### src/rtl/mux2_arbiter.sv
// Two-source round-robin arbiter feeding a single registered output slot.
// The sel output tells the downstream 2:1 mux which source the held word came from.
module mux2_arbiter #(
    parameter int WIDTH = 8
) (
    input  logic             clk,
    input  logic             rst,
    input  logic [WIDTH-1:0] a_data,
    input  logic             a_valid,
    output logic             a_ready,
    input  logic [WIDTH-1:0] b_data,
    input  logic             b_valid,
    output logic             b_ready,
    output logic [WIDTH-1:0] y_data,
    output logic             y_valid,
    input  logic             y_ready,
    output logic             sel,
    output logic [7:0]       cnt_a,
    output logic [7:0]       cnt_b
);

    logic             y_valid_q, y_valid_d;
    logic [WIDTH-1:0] y_data_q,  y_data_d;
    logic             sel_q,     sel_d;
    logic             last_sel_q, last_sel_d;
    logic [7:0]       cnt_a_q,   cnt_a_d;
    logic [7:0]       cnt_b_q,   cnt_b_d;

    logic acc;
    logic grant_a;
    logic grant_b;

    always_comb begin
        acc     = !y_valid_q || y_ready;
        // On a tie the source opposite to the previous winner is granted.
        grant_a = acc && a_valid && (!b_valid || last_sel_q);
        grant_b = acc && b_valid && (!a_valid || !last_sel_q);

        a_ready = grant_a && !rst;
        b_ready = grant_b && !rst;

        y_valid_d  = y_valid_q;
        y_data_d   = y_data_q;
        sel_d      = sel_q;
        last_sel_d = last_sel_q;
        cnt_a_d    = cnt_a_q;
        cnt_b_d    = cnt_b_q;

        if (grant_a || grant_b) begin
            y_valid_d  = 1'b1;
            y_data_d   = grant_b ? b_data : a_data;
            sel_d      = grant_b;
            last_sel_d = grant_b;
        end else if (y_valid_q && y_ready) begin
            y_valid_d = 1'b0;
        end

        if (grant_a) begin
            cnt_a_d = cnt_a_q + 8'd1;
        end
        if (grant_b) begin
            cnt_b_d = cnt_b_q + 8'd1;
        end
    end

    // last_sel resets to B so that A wins the first tie after reset.
    always_ff @(posedge clk or posedge rst) begin
        if (rst) begin
            y_valid_q  <= 1'b0;
            y_data_q   <= '0;
            sel_q      <= 1'b0;
            last_sel_q <= 1'b1;
            cnt_a_q    <= 8'd0;
            cnt_b_q    <= 8'd0;
        end else begin
            y_valid_q  <= y_valid_d;
            y_data_q   <= y_data_d;
            sel_q      <= sel_d;
            last_sel_q <= last_sel_d;
            cnt_a_q    <= cnt_a_d;
            cnt_b_q    <= cnt_b_d;
        end
    end

    assign y_valid = y_valid_q;
    assign y_data  = y_data_q;
    assign sel     = sel_q;
    assign cnt_a   = cnt_a_q;
    assign cnt_b   = cnt_b_q;

endmodule

### config.mk
export PLATFORM = sky130hd
export DESIGN_NAME = mux2_arbiter
export DESIGN_NICKNAME = d
export VERILOG_FILES = /design/src/rtl/mux2_arbiter.sv
export SDC_FILE = /design/constraint.sdc
export NUM_CORES = 1
export LEC_CHECK = 0
export CORE_MARGIN = 2
export CORE_UTILIZATION = 30
export DETAILED_ROUTE_END_ITERATION = 8
export MAX_ROUTING_LAYER = met4
export SETUP_SLACK_MARGIN = 0.05
export SLEW_MARGIN = 20
export SYNTH_ARGS = -nofsm -noshare
export SYNTH_HDL_FRONTEND = slang
export SYNTH_SLANG_ARGS = --single-unit
### constraint.sdc
create_clock -name clk -period 1.26 [get_ports clk]
set_input_delay 0.252 -clock clk [delete_from_list [all_inputs] [get_ports clk]]
set_output_delay 0.252 -clock clk [all_outputs]
set_load 0.01 [all_outputs]
==> metrics <==
run status finished, violations left; failing checks negative setup slack; worst path cell trace nand2b_4 -> nand3_2 -> nor2_2 -> buf_2; CP required 1010 ps; met3 GRT Util 0.0313; Tot GR Track Use 0.157; CTS tree done; Nets 233; RSZ-0062 raised after global routing yes; Least-Margin Pin Slew 309 ps; Hold Crit Class in2async; synth warn 0; CP endpoint kind output port; Post-Synthesis Cells 122; ANT nets after route 0; crit path launch type register; port buffer count 48; most frequent cells in the layout 29 x buf_4, 26 x dfrtp_1, 22 x clkdlybuf4s15_1; post-synth net total 145; placed cells 238; cell internal pwr around 2.3 mW; Mapped Area 1250 um^2; Clock Sinks 27; max_cap viols 0; Flop pwr share 0.366; Initial Util 0.312; critical path's slowest cell dfstp_2; clock power share 0.145; CP max FO 2; largest net degree at the start of global routing 16; CP Class reg2out; Critical Path Max Stage Delay approximately 570 ps; Switch Pwr 1.17 mW; Vias/cell 4.67; Tot Pwr roughly 3.4 mW; post-layout util 0.571; final wirelength 3.38 mm; WL/cell 13.0 um; die area 4690 um^2; Clk Latency, worst-skew pair 270 ps; PnR worst setup slack -261 ps; grt ovf 0; worst-case clock buffer depth 2; clk slew on worst S/H paths 100 ps; commonest non-fill, non-tap cell in the layout buf_4; Combinational Power Share 0.489; gr busiest metal met2; WP data arrival 1270 ps; Slew Viols, Final 0; Leak between 1 and 1.5 nW; Post-Layout Cell Count 259; router iterations before antenna repair 6; H-tree depth 1; count of final setup violators 22; cts bufs inserted 3; clock root buffer clkbuf_8; Syn Area/Cell around 10 um^2; setup TNS -2970 ps; Post-CTS Hold Buffers 0; DIE HEIGHT 68.5 um; GR Layer Usage met1 0.200; Die W just under 70 um; normalized max-slew margin 0.794; Layout fillers 333; I/O Pins 49; final worst clock skew ~8.7 ps; M2 GR Usage 0.260; layout cells sized above 1 0.402; fmax 0.658 GHz; area of the core 4000 um^2; Post-route DRC 0; synthesis-stage register bit count 27; FP Rows 23; gpl congestion 0.765; Pwr Density 1500 nW/um^2; synthesis-to-finish area growth 83.2%; Worst VDD drop just under 0.0007 V; distinct cell type count after synthesis 26; Iteration-0 DRC Markers 9; final worst-path cycle share 1.21; vias 1209; HPWL Detailed ~2.4 mm; vias in the first global route 1217; switch share 0.341; hold slack around 330 ps; sequential area share after synthesis 0.543; first-pass GRT wire length 5.41 mm; final hold violation count 0; diode count 0; Period minus WS final 1520 ps; initial antenna violation count 0
-- cells in the mapped netlist --
library cell	instances	area, um^2
inv_1	3	11.3
and3_4	1	11.3
nand2_1	20	75.1
nand3_1	5	25.0
o21a_1	1	7.51
buf_6	2	22.5
ha_1	2	25.0
buf_2	1	5.00
nor2_1	12	45.0
a31oi_1	1	6.26
a21oi_1	17	85.1
o21ai_2	1	8.76
dfstp_2	1	26.3
nor4_2	1	12.5
nand2_2	1	6.26
nand4_4	1	21.3
and4_1	1	8.76
xnor2_1	11	96.3
nor3_1	1	5.00
xor2_1	3	26.3
dfrtp_1	26	651
buf_4	1	7.51
and3_1	3	18.8
nand4_1	4	25.0
nand2b_1	1	6.26
nand2b_2	1	8.76
-- state kept, by name, indices dropped and copies added, names as in the netlist --
register / flops
y_valid: 1
last_sel_q: 1
cnt_a: 8
cnt_b: 8
y_data: 8
sel: 1
-- path summary, 6_finish.rpt --
check	from	cells past startpoint	endpoint	slack, ps
hold / removal	rst	2	cnt_a[0]	330
setup reg to reg	last_sel_q	7	y_data[5]	-200
min in group clk	b_valid	3	last_sel_q	510
max in group asynchronous	rst	3	cnt_b[2]	480
setup / recovery	last_sel_q	4	a_ready	-260
hold reg to reg	cnt_b[1]	2	cnt_b[1]	510
-- layout make-up --
class / count / area, um^2 / area share
Inverter: 3 / 11.3 / 0.00493
Multi-Input combinational cell: 88 / 691 / 0.302
Tap cell: 50 / 62.6 / 0.0274
Sequential cell: 27 / 677 / 0.296
Clock inverter: 1 / 5.00 / 0.00219
Timing Repair Buffer: 87 / 798 / 0.349
Clock buffer: 3 / 41.3 / 0.0181
-- stage by stage --
stage / setup WS (ps) / instance area, um^2
finish: -261 / 2290
global placement: -618 / 1950
CTS: -253 / 2160
floorplan: 33.3 / 1280
detailed placement: -648 / 1950
global route: -320 / 2290
-- power by group through the flow --
stage,Sequential (mW),Clock (mW),Combinational [mW]
after floorplan,1.44,0,0.437
after global placement,1.28,0,1.43
after detailed placement,1.30,0,1.44
after CTS,1.25,0.505,1.55
after global routing,1.29,0.552,1.84
final,1.25,0.496,1.67
-- repair_timing --
| item | CTS | global route |
|---|---|---|
| setup buffers | 12 | 5 |
| gates cloned | 1 | 0 |
| pin swaps | 11 | 21 |
| endpoints found under the hold margin | 0 | 0 |
| resized for setup | 73 | 39 |
| setup endpoints to repair | 50 | 48 |
-- cell families (layout without fill, tap and decap cells) --
family / after synthesis / count (layout) / synth area share
buffers and inverters: 7 / 94 / 0.0371
AOI/OAI and AO/OA: 20 / 20 / 0.0863
xor gates and xnor gates: 14 / 14 / 0.0983
adders and majority gates: 2 / 2 / 0.0201
DFF: 27 / 27 / 0.543
and+or+nand+nor: 52 / 52 / 0.216
-- metal layers --
metal / vias to the layer above / share of wire
met2: 43 / 0.51
met5: - / 0
li1: 587 / -
met3: 2 / 0.066
met4: 0 / 0.0021
met1: 577 / 0.42
-- critical path, delay by kind of cell (launching register included) --
kind	cells	cell delay, ps
simple gates	3	300
buf+inv	1	130
flops	1	570
Note: power is estimated with default switching activity, not from simulation.
